$ cat config.mk
export PLATFORM = sky130hd
export DESIGN_NAME = tt_uart_core_flat
export DESIGN_NICKNAME = d
export VERILOG_FILES = /design/src/rtl/tt_uart_pkg.sv /design/src/rtl/tt_uart_if.sv /design/src/rtl/tt_uart_baud_gen.sv /design/src/rtl/tt_uart_core.sv /design/src/flat_wrapper.sv
export SDC_FILE = /design/constraint.sdc
export NUM_CORES = 1
export LEC_CHECK = 0
export CORE_MARGIN = 2
export CORE_UTILIZATION = 25
export DETAILED_ROUTE_END_ITERATION = 12
export HOLD_SLACK_MARGIN = 0.12
export PLACE_DENSITY = 0.41
export SLEW_MARGIN = 20
export SYNTH_ARGS = -nofsm -noshare
export SYNTH_HDL_FRONTEND = slang
export SYNTH_SLANG_ARGS = --single-unit
$ cat constraint.sdc
create_clock -name clk -period 2.5 [get_ports clk]
set_clock_uncertainty 0.15 [all_clocks]
set_input_delay 0.25 -clock clk [delete_from_list [all_inputs] [get_ports clk]]
set_output_delay 0.25 -clock clk [all_outputs]
set_load 0.05 [all_outputs]
$ cat src/rtl/tt_uart_pkg.sv
// Shared state encodings, frame constants and baud divisor helper for the tt_uart serial engine.
package tt_uart_pkg;

    localparam int DATA_BITS  = 8;
    localparam int OVERSAMPLE = 16;

    typedef enum logic [1:0] {
        TX_IDLE,
        TX_WAIT_TICK,
        TX_SHIFT
    } tx_state_e;

    typedef enum logic [1:0] {
        RX_IDLE,
        RX_START,
        RX_DATA,
        RX_STOP
    } rx_state_e;

    function automatic int calc_rx_div(input int clk_freq, input int baud);
        return clk_freq / (baud * OVERSAMPLE);
    endfunction

endpackage

$ cat src/rtl/tt_uart_if.sv
// Parallel-side handshakes and serial pins of the UART core; the core takes the slave view.
interface tt_uart_if;
    import tt_uart_pkg::*;

    logic                 ld_tx_req;
    logic                 ld_tx_ack;
    logic [DATA_BITS-1:0] tx_data;
    logic                 tx_enable;
    logic                 tx_out;
    logic                 tx_empty;
    logic                 uld_rx_req;
    logic                 uld_rx_ack;
    logic [DATA_BITS-1:0] rx_data;
    logic                 rx_enable;
    logic                 rx_in;
    logic                 rx_empty;

    modport master (
        output ld_tx_req, tx_data, tx_enable, uld_rx_req, rx_enable, rx_in,
        input  ld_tx_ack, tx_out, tx_empty, uld_rx_ack, rx_data, rx_empty
    );

    modport slave (
        input  ld_tx_req, tx_data, tx_enable, uld_rx_req, rx_enable, rx_in,
        output ld_tx_ack, tx_out, tx_empty, uld_rx_ack, rx_data, rx_empty
    );

endinterface

$ cat src/rtl/tt_uart_baud_gen.sv
// Free-running clock-enable generator: rx_tick every RX_DIV clocks, tx_tick on every 16th rx_tick.
module tt_uart_baud_gen #(
    parameter int RX_DIV = 4
) (
    input  logic clk,
    input  logic reset,
    output logic rx_tick,
    output logic tx_tick
);
    import tt_uart_pkg::*;

    localparam int              DW       = (RX_DIV > 1) ? $clog2(RX_DIV) : 1;
    localparam logic [DW-1:0]   DIV_LOAD = DW'(RX_DIV - 1);
    localparam logic [3:0]      OS_LOAD  = 4'(OVERSAMPLE - 1);

    logic [DW-1:0] div_q, div_d;
    logic [3:0]    os_q, os_d;

    assign rx_tick = (div_q == '0);
    assign tx_tick = rx_tick && (os_q == '0);

    always_comb begin
        div_d = rx_tick ? DIV_LOAD : div_q - DW'(1);
        os_d  = os_q;
        if (rx_tick) begin
            os_d = (os_q == '0) ? OS_LOAD : os_q - 4'd1;
        end
    end

    always_ff @(posedge clk) begin
        if (reset) begin
            div_q <= DIV_LOAD;
            os_q  <= OS_LOAD;
        end else begin
            div_q <= div_d;
            os_q  <= os_d;
        end
    end

endmodule

$ cat src/rtl/tt_uart_core.sv
// 8N1 UART engine with 4-phase load/unload handshakes and 16x oversampled receiver.
// state        | meaning
// TX_IDLE      | nothing held, tx_empty=1
// TX_WAIT_TICK | byte held, waiting for tx_tick with tx_enable=1
// TX_SHIFT     | start/data/stop bits going out, one per tx_tick
// RX_IDLE      | watching synchronised line for a falling edge
// RX_START     | counting to mid start bit to reject glitches
// RX_DATA      | sampling data bits at mid-bit, LSB first
// RX_STOP      | sampling stop bit, delivering byte if valid
module tt_uart_core #(
    parameter int CLK_FREQ = 50000000,
    parameter int BAUD     = 9600
) (
    input  logic     clk,
    input  logic     reset,
    tt_uart_if.slave bus
);
    import tt_uart_pkg::*;

    localparam int         RX_DIV       = calc_rx_div(CLK_FREQ, BAUD);
    localparam logic [3:0] OS_LOAD      = 4'(OVERSAMPLE - 1);
    localparam logic [3:0] HALF_LOAD    = 4'(OVERSAMPLE / 2 - 1);
    localparam logic [3:0] TX_BITS_LOAD = 4'(DATA_BITS + 1);
    localparam logic [2:0] RX_BITS_LOAD = 3'(DATA_BITS - 1);

    if (RX_DIV < 1) begin : g_bad_div
        $error("tt_uart_core: CLK_FREQ/(BAUD*16) must be at least 1");
    end

    logic rx_tick, tx_tick;

    tt_uart_baud_gen #(.RX_DIV(RX_DIV)) u_baud (
        .clk     (clk),
        .reset   (reset),
        .rx_tick (rx_tick),
        .tx_tick (tx_tick)
    );

    tx_state_e            tx_state_q, tx_state_d;
    logic [DATA_BITS:0]   tx_shift_q, tx_shift_d;
    logic [3:0]           tx_cnt_q, tx_cnt_d;
    logic                 tx_out_q, tx_out_d;
    logic                 ld_ack_q, ld_ack_d;
    logic                 tx_load;

    rx_state_e            rx_state_q, rx_state_d;
    logic                 rx_sync1_q, rx_sync1_d, rx_sync2_q, rx_sync2_d, rx_prev_q, rx_prev_d;
    logic [3:0]           rx_os_q, rx_os_d;
    logic [2:0]           rx_cnt_q, rx_cnt_d;
    logic [DATA_BITS-1:0] rx_shift_q, rx_shift_d, rx_data_q, rx_data_d;
    logic                 rx_empty_q, rx_empty_d, uld_ack_q, uld_ack_d;
    logic                 rx_fall, rx_sample, rx_unload;

    // A new load needs the previous request to have been released first.
    assign tx_load   = bus.ld_tx_req && (tx_state_q == TX_IDLE) && !ld_ack_q;
    assign rx_fall   = rx_prev_q && !rx_sync2_q;
    assign rx_sample = rx_tick && (rx_os_q == '0);
    assign rx_unload = bus.uld_rx_req && !rx_empty_q && !uld_ack_q;

    always_ff @(posedge clk) begin
        if (reset) begin
            tx_state_q <= TX_IDLE;
            tx_shift_q <= '0;
            tx_cnt_q   <= '0;
            tx_out_q   <= 1'b1;
            ld_ack_q   <= 1'b0;
            rx_state_q <= RX_IDLE;
            rx_sync1_q <= 1'b1;
            rx_sync2_q <= 1'b1;
            rx_prev_q  <= 1'b1;
            rx_os_q    <= '0;
            rx_cnt_q   <= '0;
            rx_shift_q <= '0;
            rx_data_q  <= '0;
            rx_empty_q <= 1'b1;
            uld_ack_q  <= 1'b0;
        end else begin
            tx_state_q <= tx_state_d;
            tx_shift_q <= tx_shift_d;
            tx_cnt_q   <= tx_cnt_d;
            tx_out_q   <= tx_out_d;
            ld_ack_q   <= ld_ack_d;
            rx_state_q <= rx_state_d;
            rx_sync1_q <= rx_sync1_d;
            rx_sync2_q <= rx_sync2_d;
            rx_prev_q  <= rx_prev_d;
            rx_os_q    <= rx_os_d;
            rx_cnt_q   <= rx_cnt_d;
            rx_shift_q <= rx_shift_d;
            rx_data_q  <= rx_data_d;
            rx_empty_q <= rx_empty_d;
            uld_ack_q  <= uld_ack_d;
        end
    end

    always_comb begin
        tx_state_d = tx_state_q;
        unique case (tx_state_q)
            TX_IDLE:      if (tx_load) tx_state_d = TX_WAIT_TICK;
            TX_WAIT_TICK: if (tx_tick && bus.tx_enable) tx_state_d = TX_SHIFT;
            TX_SHIFT:     if (tx_tick && tx_cnt_q == '0) tx_state_d = TX_IDLE;
            default:      tx_state_d = TX_IDLE;
        endcase

        rx_state_d = rx_state_q;
        if (!bus.rx_enable) begin
            rx_state_d = RX_IDLE;
        end else begin
            unique case (rx_state_q)
                RX_IDLE:  if (rx_fall) rx_state_d = RX_START;
                RX_START: if (rx_sample) rx_state_d = rx_sync2_q ? RX_IDLE : RX_DATA;
                RX_DATA:  if (rx_sample && rx_cnt_q == '0) rx_state_d = RX_STOP;
                RX_STOP:  if (rx_sample) rx_state_d = RX_IDLE;
                default:  rx_state_d = RX_IDLE;
            endcase
        end
    end

    always_comb begin
        tx_shift_d = tx_shift_q;
        tx_cnt_d   = tx_cnt_q;
        tx_out_d   = tx_out_q;
        ld_ack_d   = ld_ack_q ? bus.ld_tx_req : tx_load;
        case (tx_state_q)
            TX_IDLE: if (tx_load) tx_shift_d = {1'b1, bus.tx_data};
            TX_WAIT_TICK: begin
                if (tx_tick && bus.tx_enable) begin
                    tx_out_d = 1'b0;
                    tx_cnt_d = TX_BITS_LOAD;
                end
            end
            TX_SHIFT: begin
                // Count zero means the stop bit has just finished; the line already idles high.
                if (tx_tick && tx_cnt_q != '0) begin
                    tx_out_d   = tx_shift_q[0];
                    tx_shift_d = {1'b1, tx_shift_q[DATA_BITS:1]};
                    tx_cnt_d   = tx_cnt_q - 4'd1;
                end
            end
            default: ;
        endcase

        rx_sync1_d = bus.rx_in;
        rx_sync2_d = rx_sync1_q;
        rx_prev_d  = rx_sync2_q;
        rx_os_d    = (rx_tick && rx_os_q != '0) ? rx_os_q - 4'd1 : rx_os_q;
        rx_cnt_d   = rx_cnt_q;
        rx_shift_d = rx_shift_q;
        rx_data_d  = rx_data_q;
        rx_empty_d = rx_unload ? 1'b1 : rx_empty_q;
        uld_ack_d  = uld_ack_q ? bus.uld_rx_req : rx_unload;
        if (bus.rx_enable) begin
            case (rx_state_q)
                RX_IDLE: if (rx_fall) rx_os_d = HALF_LOAD;
                RX_START: begin
                    if (rx_sample) begin
                        rx_os_d  = OS_LOAD;
                        rx_cnt_d = RX_BITS_LOAD;
                    end
                end
                RX_DATA: begin
                    if (rx_sample) begin
                        rx_shift_d = {rx_sync2_q, rx_shift_q[DATA_BITS-1:1]};
                        rx_os_d    = OS_LOAD;
                        rx_cnt_d   = rx_cnt_q - 3'd1;
                    end
                end
                RX_STOP: begin
                    // Overrun and framing errors both drop the new byte silently.
                    if (rx_sample && rx_sync2_q && rx_empty_q) begin
                        rx_data_d  = rx_shift_q;
                        rx_empty_d = 1'b0;
                    end
                end
                default: ;
            endcase
        end
    end

    assign bus.tx_out     = tx_out_q;
    assign bus.tx_empty   = (tx_state_q == TX_IDLE);
    assign bus.ld_tx_ack  = ld_ack_q;
    assign bus.rx_data    = rx_data_q;
    assign bus.rx_empty   = rx_empty_q;
    assign bus.uld_rx_ack = uld_ack_q;

endmodule

$ cat src/flat_wrapper.sv
// flat-port wrapper written by rule: the top's interface ports become plain ports
module tt_uart_core_flat import tt_uart_pkg::*;
#(
    parameter int CLK_FREQ = 50000000,
    parameter int BAUD     = 9600
)
  (clk, reset, bus_ld_tx_req, bus_tx_data, bus_tx_enable, bus_uld_rx_req, bus_rx_enable, bus_rx_in, bus_ld_tx_ack, bus_tx_out, bus_tx_empty, bus_uld_rx_ack, bus_rx_data, bus_rx_empty);
  tt_uart_if bus_i ();
  input  logic clk;
  input  logic reset;
  input wire logic [$bits(bus_i.ld_tx_req)-1:0] bus_ld_tx_req;
  input wire logic [$bits(bus_i.tx_data)-1:0] bus_tx_data;
  input wire logic [$bits(bus_i.tx_enable)-1:0] bus_tx_enable;
  input wire logic [$bits(bus_i.uld_rx_req)-1:0] bus_uld_rx_req;
  input wire logic [$bits(bus_i.rx_enable)-1:0] bus_rx_enable;
  input wire logic [$bits(bus_i.rx_in)-1:0] bus_rx_in;
  output wire logic [$bits(bus_i.ld_tx_ack)-1:0] bus_ld_tx_ack;
  output wire logic [$bits(bus_i.tx_out)-1:0] bus_tx_out;
  output wire logic [$bits(bus_i.tx_empty)-1:0] bus_tx_empty;
  output wire logic [$bits(bus_i.uld_rx_ack)-1:0] bus_uld_rx_ack;
  output wire logic [$bits(bus_i.rx_data)-1:0] bus_rx_data;
  output wire logic [$bits(bus_i.rx_empty)-1:0] bus_rx_empty;
  assign bus_i.ld_tx_req = bus_ld_tx_req;
  assign bus_i.tx_data = bus_tx_data;
  assign bus_i.tx_enable = bus_tx_enable;
  assign bus_i.uld_rx_req = bus_uld_rx_req;
  assign bus_i.rx_enable = bus_rx_enable;
  assign bus_i.rx_in = bus_rx_in;
  assign bus_ld_tx_ack = bus_i.ld_tx_ack;
  assign bus_tx_out = bus_i.tx_out;
  assign bus_tx_empty = bus_i.tx_empty;
  assign bus_uld_rx_ack = bus_i.uld_rx_ack;
  assign bus_rx_data = bus_i.rx_data;
  assign bus_rx_empty = bus_i.rx_empty;
  tt_uart_core #(.CLK_FREQ(CLK_FREQ), .BAUD(BAUD)) u_core (.clk(clk), .reset(reset), .bus(bus_i));
endmodule
After elaboration in Yosys (flattened, before gate mapping)
Cells that the tools add are included.
W data, S select, Z words.
Storage, ports and cells
  bits in registers: 60
  word-level logic and storage cells: 111
  input port bits: 15
  output and inout port bits: 13
Operators by class
  add/subtract/negate cells: 5
  reductions and logical operators: 40
  bitwise logic cells: 1
  equality and inequality tests: 14
  mux-type cells: 34
Operators with widths (number)
  $mux W4: 7
  $mux W9: 2
  $ne A2 B1 Y1 const B: 9
  $pmux W9 S2: 1
  $mux W2: 8
  $pmux W4 S2: 2
  $reduce_and A3 Y1: 5
  $logic_and A1 B1 Y1: 14
  $logic_not A4 Y1: 3
  $sub A4 B1 Y4 const B: 3
  $logic_not A9 Y1: 1
  $sub A9 B1 Y9 const B: 1
  $mux W1: 8
  $pmux W2 S4: 1
  $reduce_and A4 Y1: 2
  $reduce_bool A4 Y1: 2
  $eq A2 B2 Y1 const B: 3
  $mux W3: 2
  $pmux W2 S3: 1
  $pmux W3 S2: 1
  $reduce_bool A2 Y1: 3
  $reduce_or A2 Y1: 3
  $eq A2 B1 Y1 const B: 2
  $logic_not A1 Y1: 4
  5 further kinds: 6

Depth between registers and ports, before layout
Gate-level depths: netlist of run 1.
  word-level depth: 7
  mapped depth: 8
  depth with buffers taken out: 7

Modules after synthesis
From an unflattened synthesis of run 1, not the netlist that was laid out.
Second synthesis, totals
  cells, all modules: 286
  area total of the unflattened synthesis: 2705.1 um^2
Modules (own cells, without submodules)
  tt_uart_core: instances 1, seq. area each 940.9 um^2, area each 2104.5 um^2, cells each 222
  tt_uart_baud_gen: instances 1, seq. area each 260.2 um^2, area each 600.6 um^2, cells each 64

Worst setup path after synthesis of run 1
OpenSTA, ideal clock, no wires.
  kind: reg-to-reg
  start point: register u_core.rx_os_q[0]
  end point: register u_core.rx_data_q[0], in the netlist u_core.bus.rx_data[0]
  arrival: 2111 ps
  path slack: 111 ps
  data required time: 2222 ps
  period minus slack after synthesis: 2389 ps
  cell stages (with the launch flop): 9
  buffers on the path: 1
  setup time: 128 ps
  cells stage by stage: dfxtp_1 > inv_1 > ha_1 > or3b_2 > clkbuf_1 > or4_4 > nor2_8 > mux2i_1 > nor2_1
Between the ends
  word-level cells in the longest chain between the ends: 5
RTL lines
  start, declared: line tt_uart_core.sv:48  | logic [3:0] rx_os_q, rx_os_d;
  start signal, assigned: line tt_uart_core.sv:87  | rx_os_q <= rx_os_d;
  $logic_not A4 Y1: line tt_uart_core.sv:57  | assign rx_sample = rx_tick && (rx_os_q == '0);
  $logic_and A1 B1 Y1: line tt_uart_core.sv:57
  $logic_and A1 B1 Y1 (2 in series): line tt_uart_core.sv:170  | if (rx_sample && rx_sync2_q && rx_empty_q) begin
  $reduce_and A3 Y1 (no source line)
  end signal, assigned: line tt_uart_core.sv:90  | rx_data_q <= rx_data_d;
  end, declared: line tt_uart_core.sv:50  | logic [DATA_BITS-1:0] rx_shift_q, rx_shift_d, rx_data_q, rx_data_d;
No other way between the ends.
A chain may end at the register's enable or synchronous reset.

Final worst setup path of run 1
  start point: register u_core.u_baud.div_q[0]
  end point: register u_core.rx_data_q[6], in the netlist u_core.bus.rx_data[6]
Between the ends
  word-level cells in the longest chain between the ends: 5
RTL lines
  start, declared: line tt_uart_baud_gen.sv:16  | logic [DW-1:0] div_q, div_d;
  start signal, assigned: line tt_uart_baud_gen.sv:35  | div_q <= div_d;
  $logic_not A9 Y1: line tt_uart_baud_gen.sv:19  | assign rx_tick = (div_q == '0);
  $logic_and A1 B1 Y1: line tt_uart_core.sv:57
  $logic_and A1 B1 Y1 (2 in series): line tt_uart_core.sv:170
  $reduce_and A3 Y1 (no source line)
No other way between the ends.

==> impl_metrics.env, run 1 <==
export IMPL_rows=39
export IMPL_worstSetupStartpointType="flip-flop"
export IMPL_worstReg2RegStart="u_core.u_baud.div_q[0]"
export IMPL_path_depth=7
export IMPL_drive_gt1_frac=0.127
export IMPL_crit_type="reg2reg"
export IMPL_grt_util_all_layers=0.0973
export IMPL_drtAntennaViolNets=0
export IMPL_startpoint="u_core.u_baud.div_q[0]"
export IMPL_synth_top_cell_by_area="dfxtp_1"
export IMPL_n_fill_cell=1207
export IMPL_hold_path_class="in2reg"
export IMPL_power_density_mw_per_mm2=709
export IMPL_async_flop_share=0
export IMPL_synthTopCellsByCount="60 x dfxtp_1, 50 x nor2_1, 29 x mux2i_1, 25 x inv_1"
export IMPL_period_needed_ns=2.32
export IMPL_cpMaxStageDelayCell="or3b_2"
export IMPL_fin_ws_ns=0.182
export IMPL_synth_cell_types=52
export IMPL_route_detailed_drc=0
export IMPL_finalWeightedCongestion=0.755
export IMPL_fmax_ghz=0.431
export IMPL_endpoint="u_core.bus.rx_data[6]"
export IMPL_grt_pass1_vias=2060
export IMPL_rsz0062_at_grt="false"
export IMPL_ys_flop_type="dfxtp_1"
export IMPL_avgSynthCellArea_um2=9.19
export IMPL_ir_drop_v=0.000366
export IMPL_area_growth_pct=27.7
export IMPL_cts_made_buffers=9
export IMPL_die_area_mm2=0.0124
export IMPL_cts_tree="done"
export IMPL_synth_top_area_share=0.416
export IMPL_synth_seq_cells=60
export IMPL_hold_buffers=0
export IMPL_stdcell_area_mm2=0.00368
export IMPL_outcome="completed"
export IMPL_endpoint_kind="flip-flop"
export IMPL_root_buffer="clkbuf_16"
export IMPL_synth_cells=314
export IMPL_hpwl_mm=4.07
export IMPL_netlist_area_mm2=0.00289
export IMPL_finalSetupViolations=0
export IMPL_slew_violations=0
export IMPL_worst_ep_arrival_time_ns=2.36
export IMPL_slew_headroom=0.633
export IMPL_total_power_uw=2610
export IMPL_die_h_um=111
export IMPL_rrSetupSlack_ns=0.18
export IMPL_hold_viol=0
export IMPL_drt_iter0_drc=51
export IMPL_cts_clk_slew_worst_paths_ns=0.05
export IMPL_ys_seq_area_frac=0.416
export IMPL_synth_most_common_cell="dfxtp_1"
export IMPL_io_buffers=27
export IMPL_pre_cts_slack_ns=0.0411
export IMPL_worst_pin_slew_ns=0.550
export IMPL_synthTopCellsByArea="dfxtp_1 42%, mux2i_1 10%, ha_1 6.9%"
export IMPL_critPathBufInv=1
export IMPL_p_leak_uw=0.00143
export IMPL_fin_util=0.325
export IMPL_routed_wl_mm=5.79
export IMPL_r2r_end="u_core.bus.rx_data[6]"
export IMPL_h_tree_depth=3
export IMPL_overflow=0
export IMPL_crit_path_max_fanout=5
export IMPL_grt_pass1_wl_mm=9.87
export IMPL_crit_required_ns=2.54
export IMPL_maxCapViolCount=0
export IMPL_synth_edf_count=0
export IMPL_route_vias_total=2224
export IMPL_placed_cell_area_mm2=0.00340
export IMPL_start_util=0.255
export IMPL_synth_nets=345
export IMPL_core_mm2=0.0113
export IMPL_grt_max_degree=29
export IMPL_nets=388
export IMPL_fin_crit_sh=0.927
export IMPL_clockBufferDepth=2
export IMPL_io_pins=28
export IMPL_wire_per_inst_um=11.5
export IMPL_slowest_delay_ns=0.51
export IMPL_drt_pass1_iter_count=5
export IMPL_path_cells="inv_1, ha_1, or3b_2, or4_4, nor2_8, mux2i_1, nor2_1"
export IMPL_insertion_delay_ns=0.32
export IMPL_cts_sinks=60
export IMPL_crit_family="simple AND/OR/NAND/NOR gates"
export IMPL_fp_dieW_um=111
export IMPL_yosysWarnings=0
export IMPL_finalSetupTns_ns=0
export IMPL_drt_vias_per_instance=4.40
export IMPL_worstRegToRegCells=7
export IMPL_antenna_found_initial=0
export IMPL_diodes=0
## per-stage QoR
stage | hold slack (ns) | instances
global route | 0.268 | 505
finish | 0.252 | 505
floorplan | 0.204 | 314
detailed placement | 0.262 | 488
CTS | 0.248 | 504
global placement | 0.257 | 488
## worst register-to-register path: stages, from the launching register on
cell and delay (ns):
dfxtp_1 0.33, inv_1 0.09, ha_1 0.15, or3b_2 0.51, or4_4 0.51, nor2_8 0.18, mux2i_1 0.21, nor2_1 0.06
## placed cells by master (no fill, tap or decap), types with 2 or more instances in the layout
cell type         n
dfxtp_1          60
nor2_1           50
mux2i_1          29
clkdlybuf4s50_1  26
inv_1            25
nand2_1          16
ha_1             16
buf_4            16
a211oi_1         12
a21oi_1           9
clkbuf_16         9
nor3_1            8
nand2b_1          6
xnor2_1           6
nor4_1            4
nor3b_1           4
nor2b_1           4
o21ai_0           4
clkbuf_1          4
or2_2             3
xor2_1            3
a21o_1            3
or4_4             2
o211ai_1          2
a41oi_1           2
a211o_1           2
a21oi_2           2
o21bai_1          2
clkinv_2          2
## what timing repair did
item	4_1_cts	5_1_grt
hold endpoints to repair	0	0
resized for setup	0	2
setup endpoints to repair	0	9
setup buffers	0	0
## layout make-up
class | count | area (µm²) | share of cell area
sequential | 60 | 1200 | 0.326
multi-input combinational | 218 | 1560 | 0.424
timing repair buffer | 43 | 385 | 0.105
clock inverter | 2 | 10.0 | 0.00272
inverter | 25 | 93.8 | 0.0255
clock buffer | 14 | 254 | 0.0689
tap | 143 | 179 | 0.0486
## how the worst min path moves through the flow
stage / start / to / slack (ns) / cells after the start
after floorplan: bus_rx_in / u_core.rx_sync1_q / 0.20 / 1
after global placement: u_core.rx_sync1_q / u_core.rx_prev_d / 0.26 / 1
after detailed placement: u_core.rx_sync1_q / u_core.rx_prev_d / 0.26 / 1
after CTS: reset / u_core.rx_shift_q[0] / 0.25 / 2
after global routing: reset / u_core.bus.rx_data[7] / 0.27 / 2
final: reset / u_core.rx_shift_q[7] / 0.25 / 2
## kinds of logic after synthesis
family                   synth area share
buffers and inverters              0.0494
multiplexers                        0.104
XOR/XNOR                           0.0273
AO/OA/AOI/OAI                       0.123
flip-flops                          0.416
adder cells (fa/ha/maj)            0.0694
AND/OR/NAND/NOR                     0.210
## routing by layer
metal  track usage  vias to the layer above  share of wire
li1              -                     1179              -
met1         0.133                     1009           0.52
met2         0.137                       27           0.43
met3        0.0327                        9          0.036
met4        0.0469                        0          0.016
met5             0                        -              0
## power by group
part	switching, µW	total [µW]	internal (µW)
registers	49.3	1080	1030
clock network	400	1090	694
logic	240	442	202
total	689	2610	1920
## flip-flops by register name, indices dropped and copies added (netlist names), 2 cells and up, named ones only
register             count
u_core.rx_cnt_q          3
u_core.u_baud.div_q      9
u_core.tx_cnt_q          4
u_core.rx_shift_q        8
u_core.rx_os_q           4
u_core.u_baud.os_q       4
u_core.tx_state_q        2
u_core.tx_shift_q        9
u_core.bus.rx_data       8
Power figures use the tool's default switching activity.
==> run 2: changes to the inputs <==
--- a/config.mk
+++ b/config.mk
@@ -9,2 +9,3 @@
 export CORE_UTILIZATION = 25
+export CTS_CLUSTER_SIZE = 8
 export DETAILED_ROUTE_END_ITERATION = 12
@@ -12,3 +13,3 @@
 export PLACE_DENSITY = 0.41
-export SLEW_MARGIN = 20
+export SLEW_MARGIN = 15
 export SYNTH_ARGS = -nofsm -noshare
==> constraint.sdc (replaced) <==
create_clock -name clk -period 2.5 [get_ports clk]
set_clock_uncertainty 0.15 [all_clocks]
set_input_delay 0.5 -clock clk [delete_from_list [all_inputs] [get_ports clk]]
set_output_delay 0.5 -clock clk [all_outputs]
set_load 0.05 [all_outputs]
==> run 2 against run 1 <==
Compared with the run above:
- critical path depth stayed put
- die area stayed put
- first-iteration DRC count is 33% lower
- non-clock buffer count is 3 lower
- register-to-register slack worse by 0.07 ns
- combinational power is 3% lower
- critical path type unchanged
- critical endpoint is now u_core.bus.rx_data[1]
- largest cell class unchanged
==> impl_metrics.env, run 2 (same netlist as run 1, synthesis figures left out) <==
export IMPL_antenna_found_initial=0
export IMPL_placed_cell_area_mm2=0.00339
export IMPL_route_detailed_drc=0
export IMPL_h_tree_depth=3
export IMPL_fmax_ghz=0.419
export IMPL_slowest_delay_ns=0.58
export IMPL_hold_path_class="reg2reg"
export IMPL_cts_sinks=60
export IMPL_crit_family="simple AND/OR/NAND/NOR gates"
export IMPL_crit_path_max_fanout=4
export IMPL_endpoint_kind="flip-flop"
export IMPL_use_met1=0.125
export IMPL_fp_dieW_um=111
export IMPL_worstSetupStartpointType="flip-flop"
export IMPL_io_buffers=27
export IMPL_maxCapViolCount=0
export IMPL_wire_per_inst_um=11.9
export IMPL_fin_crit_sh=0.955
export IMPL_use_met2=0.145
export IMPL_diodes=0
export IMPL_fin_util=0.329
export IMPL_crit_required_ns=2.57
export IMPL_top_regs="u_core.tx_shift_q: 9 flops, u_core.u_baud.div_q: 9 flops"
export IMPL_routed_wl_mm=6.00
export IMPL_worst_pin_slew_ns=0.551
export IMPL_nets=385
export IMPL_rows=39
export IMPL_core_mm2=0.0113
export IMPL_finalSetupTns_ns=0
export IMPL_ir_drop_v=0.000356
export IMPL_area_growth_pct=29.2
export IMPL_rsz0062_at_grt="false"
export IMPL_stdcell_area_mm2=0.00373
export IMPL_die_h_um=111
export IMPL_p_leak_uw=0.00145
export IMPL_critPathBufInv=1
export IMPL_io_pins=28
export IMPL_route_vias_total=2238
export IMPL_overflow=0
export IMPL_grt_pass1_vias=2137
export IMPL_finalSetupViolations=0
export IMPL_grt_util_all_layers=0.0970
export IMPL_cts_made_buffers=9
export IMPL_drive_gt1_frac=0.131
export IMPL_start_util=0.255
export IMPL_hold_viol=0
export IMPL_power_density_mw_per_mm2=764
export IMPL_slew_headroom=0.633
export IMPL_drt_vias_per_instance=4.46
export IMPL_die_area_mm2=0.0124
export IMPL_slew_violations=0
export IMPL_cpMaxStageDelayCell="or4_4"
export IMPL_clockBufferDepth=2
export IMPL_insertion_delay_ns=0.33
export IMPL_hpwl_mm=4.11
export IMPL_final_common_cell="dfxtp_1"
export IMPL_use_met3=0.0240
export IMPL_cts_tree="done"
export IMPL_grt_pass1_wl_mm=9.74
export IMPL_layout_common_cells="60 x dfxtp_1, 50 x nor2_1, 29 x mux2i_1, 25 x inv_1, 25 x clkdlybuf4s50_1"
export IMPL_finalWeightedCongestion=0.744
export IMPL_cts_clk_slew_worst_paths_ns=0.05
export IMPL_outcome="completed"
export IMPL_period_needed_ns=2.39
export IMPL_globalRoute_busiestLayer="met2"
export IMPL_drt_pass1_iter_count=4
export IMPL_total_power_uw=2850
export IMPL_drt_iter0_drc=34
export IMPL_path_cells="inv_1, ha_1, or3b_2, or4_4, nor2_4, mux2i_1, nor2_1"
export IMPL_crit_type="reg2reg"
export IMPL_worst_ep_arrival_time_ns=2.46
export IMPL_grt_max_degree=27
export IMPL_root_buffer="clkbuf_16"
export IMPL_drtAntennaViolNets=0
export IMPL_post_cts_buffers=0
run 2: cell types whose count changed in the layout (fill, tap and decap cells not counted), sizes merged:
| cell | delta |
|---|---|
| clkdlybuf4s50 | -1 |
| clkbuf | -4 |
| buf | -2 |
| bufinv | +2 |
| clkinv | +2 |
run 2: power by group:
part	switching [µW]	internal (µW)	leakage (µW)
Combinational	235	193	0.000798
Sequential	52.1	1030	0.000489
Clock	443	898	0.000162
Total	730	2120	0.00145
run 2: repair_timing:
item	in CTS	in global routing
hold buffers	0	0
gates resized for setup	0	1
hold endpoints to repair	0	0
setup endpoints to repair	0	7
run 2: per-stage QoR:
step	std cells	worst slack, ns	hold WS [ns]
after floorplan	314	0.111	0.239
after global placement	485	0.113	0.254
after detailed placement	485	0.0744	0.257
after CTS	501	0.0785	0.272
after global routing	502	0.00668	0.286
final	502	0.113	0.268
run 2: path summary, 6_finish.rpt:
kind | from | end | slack [ns] | cells after the start
worst min register to register | u_core.rx_sync1_q | u_core.rx_prev_d | 0.27 | 1
worst max-delay path | u_core.rx_os_q[0] | u_core.bus.rx_data[1] | 0.11 | 7
worst max register to register | u_core.rx_os_q[0] | u_core.bus.rx_data[1] | 0.11 | 7
worst min-delay path | u_core.rx_sync1_q | u_core.rx_prev_d | 0.27 | 1
run 2: layout make-up:
class | instances | area, µm²
clock buffer | 10 | 239
clock inverter | 6 | 87.6
fill | 1205 | 7590
inverter | 25 | 93.8
multi-input combinational | 218 | 1560
sequential | 60 | 1200
tap | 143 | 179
timing repair buffer | 40 | 373
run 2: per-layer routing:
metal	wire length, µm	vias to the layer above	part of all wire
met5	0	-	0
met4	160	0	0.027
met3	234	12	0.039
met2	2490	39	0.42
met1	3110	1010	0.52
li1	-	1177	-
